[src/rtl/cpu_ctrl_pkg.sv]
// Shared constants and types for the hardwired control unit and ALU_System benches.
package cpu_ctrl_pkg;

  typedef enum logic [2:0] {
    ST_INIT    = 3'd0,
    ST_FETCH_L = 3'd1,
    ST_FETCH_H = 3'd2,
    ST_EXEC1   = 3'd3,
    ST_EXEC2   = 3'd4,
    ST_HALT    = 3'd5
  } state_e;

  // Opcodes, IR[15:12]
  localparam logic [3:0] OP_LDI = 4'h0;
  localparam logic [3:0] OP_LDM = 4'h1;
  localparam logic [3:0] OP_ST  = 4'h2;
  localparam logic [3:0] OP_MOV = 4'h3;
  localparam logic [3:0] OP_ADD = 4'h4;
  localparam logic [3:0] OP_SUB = 4'h5;
  localparam logic [3:0] OP_AND = 4'h6;
  localparam logic [3:0] OP_OR  = 4'h7;
  localparam logic [3:0] OP_XOR = 4'h8;
  localparam logic [3:0] OP_NOT = 4'h9;
  localparam logic [3:0] OP_LSL = 4'hA;
  localparam logic [3:0] OP_LSR = 4'hB;
  localparam logic [3:0] OP_INC = 4'hC;
  localparam logic [3:0] OP_DEC = 4'hD;
  localparam logic [3:0] OP_BNE = 4'hE;
  localparam logic [3:0] OP_HLT = 4'hF;

  // ALU_FunSel codes
  localparam logic [3:0] ALU_PASS_A = 4'b0000;
  localparam logic [3:0] ALU_PASS_B = 4'b0001;
  localparam logic [3:0] ALU_NOT    = 4'b0010;
  localparam logic [3:0] ALU_ADD    = 4'b0100;
  localparam logic [3:0] ALU_SUB    = 4'b0101;
  localparam logic [3:0] ALU_AND    = 4'b0111;
  localparam logic [3:0] ALU_OR     = 4'b1000;
  localparam logic [3:0] ALU_XOR    = 4'b1010;
  localparam logic [3:0] ALU_LSL    = 4'b1011;
  localparam logic [3:0] ALU_LSR    = 4'b1100;

  // Register function selects
  localparam logic [1:0] FUN_CLR  = 2'd0;
  localparam logic [1:0] FUN_LOAD = 2'd1;
  localparam logic [1:0] FUN_DEC  = 2'd2;
  localparam logic [1:0] FUN_INC  = 2'd3;

  // MuxA/MuxB sources
  localparam logic [1:0] MUX_ALU = 2'd0;
  localparam logic [1:0] MUX_MEM = 2'd1;
  localparam logic [1:0] MUX_IMM = 2'd2;
  localparam logic [1:0] MUX_ARF = 2'd3;

  // ARF output selects
  localparam logic [1:0] ARF_AR = 2'd0;
  localparam logic [1:0] ARF_SP = 2'd1;
  localparam logic [1:0] ARF_PC = 2'd3;

  // ARF active-low enables: bit0 PC, bit1 AR, bit2 SP
  localparam logic [3:0] ARF_EN_NONE = 4'hF;
  localparam logic [3:0] ARF_EN_PC   = 4'b1110;
  localparam logic [3:0] ARF_EN_AR   = 4'b1101;
  localparam logic [3:0] ARF_EN_ALL  = 4'b1000;

  typedef struct packed {
    logic [2:0] rf_o1sel;
    logic [2:0] rf_o2sel;
    logic [1:0] rf_funsel;
    logic [1:0] arf_funsel;
    logic [1:0] ir_funsel;
    logic [3:0] rf_regsel;
    logic [3:0] rf_tsel;
    logic [3:0] arf_regsel;
    logic [3:0] alu_funsel;
    logic [1:0] arf_outasel;
    logic [1:0] arf_outbsel;
    logic       ir_lh;
    logic       ir_enable;
    logic       mem_wr;
    logic       mem_cs;
    logic [1:0] mux_sel_a;
    logic [1:0] mux_sel_b;
    logic       mux_csel;
  } ctrl_t;

  localparam ctrl_t CW_IDLE = '{
    rf_o1sel:    3'd0,
    rf_o2sel:    3'd0,
    rf_funsel:   2'd0,
    arf_funsel:  2'd0,
    ir_funsel:   2'd0,
    rf_regsel:   4'hF,
    rf_tsel:     4'hF,
    arf_regsel:  4'hF,
    alu_funsel:  4'd0,
    arf_outasel: 2'd0,
    arf_outbsel: 2'd0,
    ir_lh:       1'b0,
    ir_enable:   1'b0,
    mem_wr:      1'b0,
    mem_cs:      1'b1,
    mux_sel_a:   2'd0,
    mux_sel_b:   2'd0,
    mux_csel:    1'b0
  };

  // RegFile output select for a 2-bit register field: 4..7 = R1..R4
  function automatic logic [2:0] rf_sel(input logic [1:0] idx);
    return {1'b1, idx};
  endfunction

  // Active-low RegFile enable for a single register field
  function automatic logic [3:0] rf_en(input logic [1:0] idx);
    return ~(4'b0001 << idx);
  endfunction

  // ALU operation for the register-to-register opcodes
  function automatic logic [3:0] alu_op_for(input logic [3:0] op);
    case (op)
      OP_ADD:  return ALU_ADD;
      OP_SUB:  return ALU_SUB;
      OP_AND:  return ALU_AND;
      OP_OR:   return ALU_OR;
      OP_XOR:  return ALU_XOR;
      OP_NOT:  return ALU_NOT;
      OP_LSL:  return ALU_LSL;
      OP_LSR:  return ALU_LSR;
      default: return ALU_PASS_A;
    endcase
  endfunction

endpackage

[src/rtl/ctrl_decoder.sv]
// Combinational control-word decode from (state, instruction, Z flag).
module ctrl_decoder
  import cpu_ctrl_pkg::*;
(
  input  state_e      state,
  input  logic [15:0] ir,
  input  logic        flag_z,
  output ctrl_t       cw
);

  logic [3:0] op;
  logic [1:0] rd;
  logic [1:0] rs;
  logic       unused_ir;

  assign op = ir[15:12];
  assign rd = ir[9:8];
  assign rs = ir[1:0];
  // Immediate/address bits flow through the datapath, not the decoder
  assign unused_ir = ^{ir[11:10], ir[7:2]};

  // Control word: start from idle, then overlay what the state/opcode needs
  always_comb begin
    cw = CW_IDLE;
    case (state)
      ST_INIT: begin
        cw.arf_funsel = FUN_CLR;
        cw.arf_regsel = ARF_EN_ALL;
        cw.rf_funsel  = FUN_CLR;
        cw.rf_regsel  = 4'h0;
      end
      ST_FETCH_L, ST_FETCH_H: begin
        cw.arf_outbsel = ARF_PC;
        cw.mem_cs      = 1'b0;
        cw.ir_enable   = 1'b1;
        cw.ir_funsel   = FUN_LOAD;
        cw.ir_lh       = (state == ST_FETCH_H);
        cw.arf_funsel  = FUN_INC;
        cw.arf_regsel  = ARF_EN_PC;
      end
      ST_EXEC1: begin
        case (op)
          OP_LDI: begin
            cw.mux_sel_a = MUX_IMM;
            cw.rf_funsel = FUN_LOAD;
            cw.rf_regsel = rf_en(rd);
          end
          OP_LDM, OP_ST: begin
            cw.mux_sel_b  = MUX_IMM;
            cw.arf_funsel = FUN_LOAD;
            cw.arf_regsel = ARF_EN_AR;
          end
          OP_MOV: begin
            cw.alu_funsel = ALU_PASS_B;
            cw.rf_o2sel   = rf_sel(rs);
            cw.mux_sel_a  = MUX_ALU;
            cw.rf_funsel  = FUN_LOAD;
            cw.rf_regsel  = rf_en(rd);
          end
          OP_ADD, OP_SUB, OP_AND, OP_OR, OP_XOR,
          OP_NOT, OP_LSL, OP_LSR: begin
            cw.rf_o1sel   = rf_sel(rd);
            cw.rf_o2sel   = rf_sel(rs);
            cw.mux_csel   = 1'b1;
            cw.mux_sel_a  = MUX_ALU;
            cw.rf_funsel  = FUN_LOAD;
            cw.rf_regsel  = rf_en(rd);
            cw.alu_funsel = alu_op_for(op);
          end
          OP_INC, OP_DEC: begin
            cw.rf_funsel = (op == OP_INC) ? FUN_INC : FUN_DEC;
            cw.rf_regsel = rf_en(rd);
          end
          OP_BNE: begin
            // Taken branch reloads PC, replacing the fetch increments
            if (!flag_z) begin
              cw.mux_sel_b  = MUX_IMM;
              cw.arf_funsel = FUN_LOAD;
              cw.arf_regsel = ARF_EN_PC;
            end
          end
          default: ;
        endcase
      end
      ST_EXEC2: begin
        case (op)
          OP_LDM: begin
            cw.arf_outbsel = ARF_AR;
            cw.mem_cs      = 1'b0;
            cw.mux_sel_a   = MUX_MEM;
            cw.rf_funsel   = FUN_LOAD;
            cw.rf_regsel   = rf_en(rd);
          end
          OP_ST: begin
            cw.rf_o1sel    = rf_sel(rd);
            cw.mux_csel    = 1'b1;
            cw.alu_funsel  = ALU_PASS_A;
            cw.arf_outbsel = ARF_AR;
            cw.mem_cs      = 1'b0;
            cw.mem_wr      = 1'b1;
          end
          default: ;
        endcase
      end
      default: ;
    endcase
  end

endmodule

[src/rtl/control_unit.sv]
// Hardwired fetch/decode/execute sequencer driving ALU_System controls.
module control_unit
  import cpu_ctrl_pkg::*;
(
  input  logic        Clock,
  input  logic        Reset,
  input  logic [15:0] IROut,
  input  logic        ALUFlagZ,
  output logic [2:0]  RF_O1Sel,
  output logic [2:0]  RF_O2Sel,
  output logic [1:0]  RF_FunSel,
  output logic [1:0]  ARF_FunSel,
  output logic [1:0]  IR_Funsel,
  output logic [3:0]  RF_RegSel,
  output logic [3:0]  RF_TSel,
  output logic [3:0]  ARF_RegSel,
  output logic [3:0]  ALU_FunSel,
  output logic [1:0]  ARF_OutASel,
  output logic [1:0]  ARF_OutBSel,
  output logic        IR_LH,
  output logic        IR_Enable,
  output logic        Mem_WR,
  output logic        Mem_CS,
  output logic [1:0]  MuxSelA,
  output logic [1:0]  MuxSelB,
  output logic        MuxCSel,
  output logic        Halted,
  output logic [2:0]  State
);

  state_e     state_q, state_d;
  ctrl_t      cw;
  logic [3:0] opcode;
  logic       unused_ir;

  assign opcode    = IROut[15:12];
  assign unused_ir = ^IROut[11:0];

  // State register; reset lands in INIT so the datapath gets cleared first
  always_ff @(posedge Clock or negedge Reset) begin
    if (!Reset) state_q <= ST_INIT;
    else        state_q <= state_d;
  end

  // Next-state: fetch two bytes, execute, and loop; LDM/ST take an extra cycle
  always_comb begin
    state_d = ST_INIT;
    case (state_q)
      ST_INIT:    state_d = ST_FETCH_L;
      ST_FETCH_L: state_d = ST_FETCH_H;
      ST_FETCH_H: state_d = ST_EXEC1;
      ST_EXEC1: begin
        case (opcode)
          OP_LDM, OP_ST: state_d = ST_EXEC2;
          OP_HLT:        state_d = ST_HALT;
          default:       state_d = ST_FETCH_L;
        endcase
      end
      ST_EXEC2:   state_d = ST_FETCH_L;
      ST_HALT:    state_d = ST_HALT;
      default:    state_d = ST_INIT;
    endcase
  end

  ctrl_decoder u_dec (
    .state  (state_q),
    .ir     (IROut),
    .flag_z (ALUFlagZ),
    .cw     (cw)
  );

  assign RF_O1Sel    = cw.rf_o1sel;
  assign RF_O2Sel    = cw.rf_o2sel;
  assign RF_FunSel   = cw.rf_funsel;
  assign ARF_FunSel  = cw.arf_funsel;
  assign IR_Funsel   = cw.ir_funsel;
  assign RF_RegSel   = cw.rf_regsel;
  assign RF_TSel     = cw.rf_tsel;
  assign ARF_RegSel  = cw.arf_regsel;
  assign ALU_FunSel  = cw.alu_funsel;
  assign ARF_OutASel = cw.arf_outasel;
  assign ARF_OutBSel = cw.arf_outbsel;
  assign IR_LH       = cw.ir_lh;
  assign IR_Enable   = cw.ir_enable;
  assign Mem_WR      = cw.mem_wr;
  assign Mem_CS      = cw.mem_cs;
  assign MuxSelA     = cw.mux_sel_a;
  assign MuxSelB     = cw.mux_sel_b;
  assign MuxCSel     = cw.mux_csel;
  assign Halted      = (state_q == ST_HALT);
  assign State       = state_q;

endmodule

[config.mk]
export PLATFORM = sky130hd
export DESIGN_NAME = control_unit
export DESIGN_NICKNAME = d
export VERILOG_FILES = /design/src/rtl/cpu_ctrl_pkg.sv /design/src/rtl/ctrl_decoder.sv /design/src/rtl/control_unit.sv
export SDC_FILE = /design/constraint.sdc
export NUM_CORES = 1
export LEC_CHECK = 0
export CAP_MARGIN = 20
export CELL_PAD_IN_SITES_DETAIL_PLACEMENT = 0
export CELL_PAD_IN_SITES_GLOBAL_PLACEMENT = 2
export CORE_MARGIN = 8
export CORE_UTILIZATION = 15
export CTS_BUF_LIST = sky130_fd_sc_hd__clkbuf_8
export DETAILED_ROUTE_END_ITERATION = 8
export PLACE_DENSITY = 0.88
export SETUP_SLACK_MARGIN = 0.2
export SYNTH_ARGS = -nofsm -noshare
export SYNTH_HDL_FRONTEND = slang
export SYNTH_SLANG_ARGS = --single-unit
[constraint.sdc]
create_clock -name Clock -period 2.1 [get_ports Clock]
set_clock_uncertainty 0.1 [all_clocks]
set_input_delay 0.42 -clock Clock [delete_from_list [all_inputs] [get_ports Clock]]
set_output_delay 0.42 -clock Clock [all_outputs]
set_load 0.005 [all_outputs]
# After elaboration in Yosys (flattened, before gate mapping)
# Memories as Yosys holds them, arrays and structs flattened.
# Index checks and enable logic that the tools add are counted.
# totals
ff_bits	3
romBits	64
in_bits	19
out_inout_bits	45
wordCells	70
n_memories	1
# memory_table
memory	words	width	read_ports	rd_ports_with_merged_regs	write_ports	line_no	text
(no name shown)	16	4	1	0	0	cpu_ctrl_pkg.sv:120	case (op)
# classes
n_eq_ne	20
shift	1
mux	36
bitwise	1
n_reduce_logical	10
# op_table
operator	count
4-bit == test, second input constant	8
4-bit one-hot mux with 3 select lines	2
2-bit one-hot mux with 2 select lines	5
4-bit by 3-bit == test with 1-bit output, second input constant	4
4-bit one-hot mux with 2 select lines	2
3-bit one-hot mux with 5 select lines	1
3-bit 2-to-1 mux	4
4-bit 2-to-1 mux	3
3-bit one-hot mux with 2 select lines	2
12-bit OR reduction	1
2-bit 2-to-1 mux	5
10-bit OR reduction	1
1-bit 2-to-1 mux	9
9-bit OR reduction	1
4-bit by 2-bit == test with 1-bit output, second input constant	2
2-bit OR reduction	4
8-bit OR reduction	1
3-bit by 2-bit == test with 1-bit output, second input constant	2
3-bit == test, second input constant	2
1-bit one-hot mux with 2 select lines	3
4-bit by 1-bit == test with 1-bit output, second input constant	1
4-bit logical NOT	1
4-bit NOT	1
1-bit by 2-bit left shift with 4-bit output, first input constant	1
2 further kinds	2

# Depth between registers and ports, before layout
# Gate-level depths: netlist of run 1.
# logic_depth
depth_word	4
ltp_mapped	6
depth_no_buf	5

# Modules after synthesis
# Synthesis of run 1 repeated with hierarchy kept, for this count alone.
# hier_totals
cells_unflattened	120
hier_area_um2	919.6
# by_module_without_submodules
mod	n_inst	cells_per_inst	area_each_um2	seq_area_each_um2
ctrl_decoder	1	104	759.5	0.0
control_unit	1	16	160.2	75.1

# Worst setup path before layout of run 1
# Ideal clock, no wire load.
# synth_path
path_type	input to output
startpoint	input IROut[12]
endpoint	output RF_O1Sel[2]
arrival_ns	1.630
t_required_ns	1.580
path_slack_ns	-0.050
cell_stages	6
cell_sequence	ha_1 -> buf_6 -> or4_4 -> nand3_2 -> nand2_1 -> buf_4
# synth_between
elab_chain_cells	4
# synth_lines
item	line_no	text
start, declared	control_unit.sv:7	input logic [15:0] IROut,
4-bit by 3-bit == test with 1-bit output / 4-bit == test (equally long branches)	ctrl_decoder.sv:42	case (op)
8-bit OR reduction	ctrl_decoder.sv:42	
3-bit 2-to-1 mux	ctrl_decoder.sv:42	
3-bit one-hot mux with 2 select lines *	ctrl_decoder.sv:25	case (state)
end, declared	control_unit.sv:9	output logic [2:0] RF_O1Sel,
# Mark *: on every way between the ends. The rest lies on a longest branch, timed or not.

# Final worst setup path of run 1
# layout_path
startpoint	input IROut[12]
endpoint	output RF_O2Sel[0]
# layout_between
elab_chain_cells	4
# layout_lines
item	line_no	text
4-bit by 2-bit == test with 1-bit output (tied with other cells)	ctrl_decoder.sv:42	
9-bit OR reduction (no line) *	-	
3-bit 2-to-1 mux *	ctrl_decoder.sv:42	
3-bit 2-to-1 mux *	ctrl_decoder.sv:25	
end, declared	control_unit.sv:10	output logic [2:0] RF_O2Sel,
# Marked as above.

==> flow_metrics.tcl, run 1 <==
set metrics [dict create \
    clk_pin_slew_ns 0.03 \
    n_antenna_cell 0 \
    fillers 522 \
    initial_core_util 0.153 \
    routedWlPerCell_um 13.3 \
    leakage_nw 0.967 \
    boundaryPins 64 \
    overflow 0 \
    r2r_start "State[1]" \
    drive_above_1_share 0.656 \
    m1WireLength_um 1430 \
    path_class "in2out" \
    report.final.slew_viol_count 0 \
    outcome "complete, but fails checks" \
    final-setup-viol-count 19 \
    worstSkewPairLatency_ns 0.22 \
    yosys.cell_count.top_type "buf_4" \
    grtUsageTotal 0.0874 \
    route.met2.wl_um 2130 \
    die-area_um2 8200 \
    power_density_nw_per_um2 985 \
    worst-path-max-fanout 4 \
    yosysTopAreaCellShare 0.117 \
    die_h_um 90.5 \
    gp_congestion 0.800 \
    tns_ns -2.55 \
    hold_viol 0 \
    ys_warn_count 0 \
    fmax_mhz 431 \
    antenna_found_initial 0 \
    hp-class "in2async" \
    synthTopCellsByCount "buf_4 (13), nor2_1 (11), inv_1 (8), o31ai_1 (8), nor3b_1 (7)" \
    cts_tree "yes" \
    fp.dieW_um 90.5 \
    worstSetupEndpointType "output port" \
    synth-edff-count 0 \
    area_growth_pct 150 \
    routed.top_layer "met4" \
    arrival_ns 1.80 \
    port-buffer-count 46 \
    cts-buffers-inserted 3 \
    drtIter0Drc 42 \
    synthCells 113 \
    synth_cell_types 41 \
    vdd_drop_max_uv 452 \
    htree_num_levels 1 \
    drc 0 \
    synth_top_area_cell "buf_4" \
    critPathLaunchType "input pin" \
    clockBufferDepth 2 \
    grt_pass1_vias 1227 \
    dp_hpwl_um 2620 \
    wl_met3_um 238 \
    cts-root-buf "clkbuf_8" \
    max-cap-violations 0 \
    worst_ep_required_time_ns 1.58 \
    fin_area_um2 2080 \
    ys_async_sr_fraction 1.00 \
    crit_path_start "IROut[12]" \
    clock_sinks 3 \
    core_um2 5440 \
    fin_crit_sh 1.10 \
    synth_area_um2 833 \
    ys_ff_latch 3 \
    place_area_um2 1550 \
    ys.flop_type "dfrtp_1" \
    grt_max_degree 12 \
    timing.final.ws_setup_ns -0.218 \
    num_rows 27 \
    viasPerCell 4.20 \
    drt-total-wl_um 3850 \
    synth_area_leaders "buf_4 (12%), dfrtp_1 (9.0%), ha_1 (7.5%)" \
    antenna_left 0 \
    largest_reg_flops 3 \
    fin_nets 243 \
    grt_pass1_wl_um 6000 \
    postCtsHoldBufs 0 \
    num_vias 1219 \
    ys_seq_area_frac 0.0901 \
    avgSynthCellArea_um2 7.37 \
    firstDrtPassIters 4 \
    min_period_ns 2.32 \
    rsz0062_at_grt "yes" \
    violations "setup timing" \
]
-- per-layer routing --
layer,GRT usage,vias up
li1,-,593
met1,0.0894,578
met2,0.167,42
met3,0.0208,6
met4,0.0305,0
met5,0,-
-- where the power goes --
part	internal, mW	switching [mW]	total [mW]
logic	1.07	0.715	1.78
clock network	0.125	0.0396	0.164
registers	0.0841	0.0217	0.106
-- kinds of logic after synthesis --
kind of cell	synth area share
compound gates	0.261
xor+xnor	0.0210
buf+inv	0.200
other cells	0.00901
flops	0.0901
simple gates	0.344
fa+ha+maj	0.0751
-- layout by cell type, fill, tap and decap left out, types with 4 or more instances in the layout --
master and count:
buf_6 34, conb_1 9, nand2_1 4, inv_1 5, nor3b_1 5, ha_4 4, nor2_1 4, a32oi_1 4
nor2_4 5, buf_4 40, clkdlybuf4s50_1 9, o31ai_4 5, buf_2 21
-- worst paths after layout --
path | end | depth (start not counted) | slack (ns)
worst max-delay path | RF_O2Sel[0] | 8 | -0.22
worst min-delay path | State[0] | 1 | 0.28
worst max register to register | State[2] | 5 | 0.77
worst min register to register | State[1] | 2 | 0.52
max in group asynchronous | State[2] | 1 | 1.46
min in group Clock | State[1] | 2 | 0.52
-- repair_timing --
item | 4_1_cts | 5_1_grt
gates resized for setup | 186 | 32
cloned | 0 | 0
pin swaps | 31 | 18
setup endpoints to repair | 35 | 31
setup buffers | 25 | 13
-- final cells by class --
| class | count | area, um^2 | area share |
|---|---|---|---|
| Timing Repair Buffer | 114 | 975 | 0.468 |
| Multi-Input combinational cell | 89 | 862 | 0.414 |
| Tap cell | 72 | 90.1 | 0.0432 |
| Sequential cell | 3 | 76.3 | 0.0366 |
| Clock buffer | 3 | 41.3 | 0.0198 |
| Inverter | 8 | 35.0 | 0.0168 |
| Clock inverter | 1 | 3.75 | 0.00180 |
-- worst max-delay path: stages --
cell	delay [ns]
buf_8	0.11
buf_6	0.11
ha_4	0.14
or4_4	0.56
a22oi_2	0.16
buf_4	0.14
nor3b_1	0.04
buf_2	0.12
-- metrics by stage --
stage | hold slack (ns) | cells | util | setup WS [ns] | power (mW)
6_report | 0.283 | 290 | 0.383 | -0.218 | 2.05
5_1_grt | 0.291 | 290 | 0.383 | -0.277 | 2.19
4_1_cts | 0.284 | 277 | 0.346 | -0.226 | 1.83
3_5_place_dp | 0.514 | 248 | 0.284 | -1.06 | 1.43
3_3_place_gp | 0.511 | 248 | 0.284 | -0.984 | 1.43
2_1_floorplan | 0.0244 | 120 | - | 0.0982 | 0.674
Power figures use the tool's default switching activity.
==> run 2, diff against run 1 <==
--- a/config.mk
+++ b/config.mk
@@ -8,6 +8,7 @@
 export CAP_MARGIN = 20
 export CELL_PAD_IN_SITES_DETAIL_PLACEMENT = 0
 export CELL_PAD_IN_SITES_GLOBAL_PLACEMENT = 2
+export CORE_ASPECT_RATIO = 1.25
 export CORE_MARGIN = 8
 export CORE_UTILIZATION = 15
 export CTS_BUF_LIST = sky130_fd_sc_hd__clkbuf_8
==> run 2 against run 1 <==
The flow still finishes with violations (setup timing). Hold slack improved by 0.011 ns. Register-to-register slack got worse by 0.31 ns. Worst setup slack got worse by 0.061 ns. Largest cell class unchanged. Highest routed layer is now met3.
==> flow_metrics.tcl, run 2 (synthesis gave the netlist of run 1 again) <==
set metrics [dict create \
    outcome "complete, but fails checks" \
    violations "setup timing" \
    fillers 558 \
    fin_cells 290 \
    worstSetupEndpointType "output port" \
    fp.dieW_um 82.7 \
    clockBufferDepth 2 \
    grt_pass1_vias 1251 \
    num_rows 30 \
    firstDrtPassIters 4 \
    crit_path_start "IROut[12]" \
    path_class "in2out" \
    gp_congestion 0.776 \
    final_common_cell "buf_4" \
    num_vias 1234 \
    port-buffer-count 46 \
    worst-path-max-fanout 3 \
    clock_sinks 3 \
    antenna_found_initial 0 \
    r2r_start "State[0]" \
    area_growth_pct 151 \
    die_h_um 99.3 \
    core_um2 5410 \
    fmax_mhz 420 \
    place_ws_ns -0.920 \
    grt_pass1_wl_um 5850 \
    critPathLaunchType "input pin" \
    final-setup-viol-count 21 \
    viasPerCell 4.26 \
    min_period_ns 2.38 \
    antenna_left 0 \
    rsz0062_at_grt "yes" \
    drive_above_1_share 0.686 \
    layout_common_cells "buf_4 (53), buf_6 (29), buf_2 (26)" \
    cts_tree "yes" \
    dp_hpwl_um 2710 \
    overflow 0 \
    fin_area_um2 2090 \
    hold_slack_ns 0.293 \
    die-area_um2 8210 \
    drc 0 \
    boundaryPins 64 \
    report.final.slew_viol_count 0 \
    n_antenna_cell 0 \
    worst_ep_required_time_ns 1.58 \
    worstSkewPairLatency_ns 0.22 \
    timing.final.ws_setup_ns -0.280 \
    hp-class "in2async" \
    dp.cells 246 \
    leakage_nw 1.02 \
    grtUsageTotal 0.0874 \
    drt-total-wl_um 4000 \
    initial_core_util 0.154 \
    clk_pin_slew_ns 0.03 \
    cts-root-buf "clkbuf_8" \
    grt_max_degree 9 \
    drtIter0Drc 53 \
    hold_viol 0 \
    htree_num_levels 1 \
    max-cap-violations 0 \
    power_density_nw_per_um2 954 \
    routedWlPerCell_um 13.8 \
    arrival_ns 1.86 \
    place_area_um2 1580 \
    cts-buffers-inserted 3 \
    fin_nets 251 \
    vdd_drop_max_uv 419 \
    fin_crit_sh 1.13 \
    fin_util 0.387 \
    largest_reg_flops 3 \
]
run 2: cell type report:
| class | count | area [um^2] | share of cell area |
|---|---|---|---|
| tap | 64 | 80.1 | 0.0383 |
| sequential | 3 | 77.6 | 0.0371 |
| clock buffer | 3 | 41.3 | 0.0197 |
| clock inverter | 1 | 3.75 | 0.00179 |
| timing repair buffer | 122 | 992 | 0.474 |
| inverter | 8 | 38.8 | 0.0185 |
| multi-input combinational | 89 | 858 | 0.410 |
run 2: repair_timing:
| action | 4_1_cts | 5_1_grt |
|---|---|---|
| setup buffers | 25 | 15 |
| endpoints found under the setup margin | 36 | 34 |
| hold buffers | 0 | 0 |
| pin swaps | 21 | 16 |
| gates resized for setup | 162 | 54 |
run 2: report_power, final:
group,total [mW],internal [mW],switching (mW)
logic,1.71,0.999,0.715
clock network,0.166,0.125,0.0416
registers,0.116,0.0871,0.0294
run 2: critical path, stage by stage:
cell	delay, ns
buf_6	0.10
buf_6	0.12
ha_4	0.15
or4_4	0.56
a22oi_2	0.20
buf_4	0.15
nor3b_2	0.04
buf_2	0.12
run 2: path summary, 6_finish.rpt:
path / slack, ns / end / cells past startpoint
min in group Clock: 0.65 / State[1] / 3
max: -0.28 / RF_O2Sel[1] / 8
min: 0.29 / State[2] / 1
min reg2reg: 0.65 / State[1] / 3
max in group asynchronous: 1.44 / State[0] / 1
max reg2reg: 0.46 / State[2] / 8
run 2: metal layers:
layer	vias to the layer above	wire (um)	global-route usage	part of all wire
met1	584	1420	0.0898	0.36
met3	0	253	0.0144	0.063
met4	0	0	0.0120	0
met2	33	2330	0.174	0.58
met5	-	0	0	0
li1	617	-	-	-
run 2: through the flow:
stage          total power, mW  TNS [ns]
3_3_place_gp              1.48    -20.39
6_report                  2.00     -2.86
5_1_grt                   2.13     -3.86
2_1_floorplan            0.674         0
4_1_cts                   1.74     -3.17
3_5_place_dp              1.48    -20.59
==> run 3, diff against run 2 <==
--- a/config.mk
+++ b/config.mk
@@ -13,6 +13,7 @@
 export CORE_UTILIZATION = 15
 export CTS_BUF_LIST = sky130_fd_sc_hd__clkbuf_8
 export DETAILED_ROUTE_END_ITERATION = 8
+export GPL_TIMING_DRIVEN = 0
 export PLACE_DENSITY = 0.88
 export SETUP_SLACK_MARGIN = 0.2
 export SYNTH_ARGS = -nofsm -noshare
==> run 3 against run 2 <==
The run still ends with setup timing left. Global-route usage is 0.15 points higher. Worst setup slack improved by 0.031 ns. Sequential share of layout area hardly changed.
==> flow_metrics.tcl, run 3 (synthesis gave the netlist of run 1 again) <==
set metrics [dict create \
    outcome "complete, but fails checks" \
    violations "setup timing" \
    grt_use_met1 0.0914 \
    worst-path-max-fanout 4 \
    clk_pin_slew_ns 0.03 \
    seqCellArea_um2 76.3 \
    place_ws_ns -1.18 \
    fmax_mhz 426 \
    fin_nets 235 \
    layout_common_cells "buf_6 (36), buf_4 (31), buf_2 (21)" \
    multi_input_area_um2 891 \
    dp_hpwl_um 2520 \
    overflow 0 \
    place_area_um2 1450 \
    p_int_mw 1.46 \
    tns_ns -2.77 \
    grt_pass1_wl_um 5890 \
    antenna_found_initial 0 \
    min_period_ns 2.35 \
    clock_sinks 3 \
    r2r_cells 7 \
    boundaryPins 64 \
    rsz0062_at_grt "yes" \
    r2r-end "State[1]" \
    die_h_um 99.3 \
    p_comb_frac 0.879 \
    clockBufferDepth 2 \
    final-setup-viol-count 19 \
    drc 0 \
    routedWlPerCell_um 13.7 \
    hold_viol 0 \
    fin_crit_sh 1.12 \
    r2r_start "State[1]" \
    power_mw 2.33 \
    vdd_drop_max_uv 384 \
    worstSetupEndpointType "output port" \
    postCtsHoldBufs 0 \
    setup.worst_path.end "RF_O2Sel[0]" \
    pwr-share-seq 0.048 \
    hp-class "in2async" \
    drive_above_1_share 0.671 \
    worstSkewPairLatency_ns 0.22 \
    cts-root-buf "clkbuf_8" \
    largest_reg_flops 3 \
    final_common_cell "buf_6" \
    worst_ep_required_time_ns 1.58 \
    initial_core_util 0.154 \
    antenna_left 0 \
    firstDrtPassIters 3 \
    clkPwrFrac 0.072 \
    core_um2 5410 \
    num_rows 30 \
    cts-buffers-inserted 3 \
    power_density_nw_per_um2 1120 \
    grt_max_degree 11 \
    port-buffer-count 46 \
    cts_tree "yes" \
    viasPerCell 4.26 \
    max-cap-violations 0 \
    drtIter0Drc 29 \
    grtUsageMet3 0.0171 \
    grt_pass1_vias 1269 \
    grtUsageTotal 0.0889 \
    num_vias 1166 \
    fin_area_um2 2070 \
    path_class "in2out" \
    rrSetupSlack_ns 0.67 \
    die-area_um2 8210 \
    p_switching_mw 0.868 \
    gr-usage-met2 0.172 \
    crit_path_start "IROut[12]" \
    drt-total-wl_um 3760 \
    area_growth_pct 148 \
    fillers 566 \
    switching_share 0.373 \
    critPathLaunchType "input pin" \
    report.final.slew_viol_count 0 \
    leakage_nw 0.956 \
    gp_congestion 0.751 \
    arrival_ns 1.83 \
    gr-max-usage-layer "met2" \
    timing.final.ws_setup_ns -0.249 \
    fp.dieW_um 82.7 \
    fin_util 0.383 \
    n_antenna_cell 0 \
    htree_num_levels 1 \
]
[run 3: changes by cell type in the layout (fill, tap and decap cells not counted), moves of 2 or more]
| cell | previous run | this run |
|---|---|---|
| nor3b_1 | 2 | 4 |
| nor2_4 | 3 | 8 |
| buf_2 | 26 | 21 |
| buf_4 | 53 | 31 |
| clkbuf_8 | 3 | 5 |
| nor2_1 | 6 | 2 |
| buf_6 | 29 | 36 |
[run 3: area by class of cell]
class / instances / share of cell area
buffer: 20 / 0.0931
clock buffer: 3 / 0.0199
clock inverter: 1 / 0.00181
inverter: 8 / 0.0157
multi-input combinational: 89 / 0.430
sequential: 3 / 0.0369
tap: 64 / 0.0387
timing repair buffer: 86 / 0.364
[run 3: worst min-delay path by stage]
stage                     start        to  slack [ns]  depth (start not counted)
after floorplan           Reset  State[0]        0.02                          0
after global placement    Reset  State[1]        0.51                          1
after detailed placement  Reset  State[1]        0.52                          1
after CTS                 Reset  State[0]        0.29                          1
after global routing      Reset  State[0]        0.31                          1
final                     Reset  State[0]        0.29                          1
[run 3: per-layer routing]
metal	vias to the layer above	wire, um
met5	-	0
met1	547	1360
met2	34	2100
met4	0	42
met3	5	256
li1	580	-
[run 3: through the flow]
stage                     hold WS, ns  std cells
after global placement          0.510        230
after global routing            0.306        274
final                           0.292        274
after floorplan                0.0244        120
after CTS                       0.290        265
after detailed placement        0.521        230
[run 3: what timing repair did]
action | CTS | global route
buffers inserted | 31 | 9
pin swaps | 19 | 19
hold endpoints to repair | 0 | 0
setup endpoints to repair | 35 | 33
resized for setup | 211 | 35
[run 3: critical path: stages]
cell	delay (ns)
buf_8	0.11
ha_4	0.15
buf_6	0.10
or4_4	0.57
a22oi_2	0.19
buf_4	0.14
nor3b_1	0.03
buf_2	0.12
[run 3: power by group through the flow]
stage / clock network (mW) / registers (mW) / logic, mW
global route: 0.174 / 0.116 / 2.20
CTS: 0.171 / 0.110 / 1.81
global placement: 0 / 0.107 / 1.26
detailed placement: 0 / 0.109 / 1.26
finish: 0.168 / 0.113 / 2.05
floorplan: 0 / 0.105 / 0.569
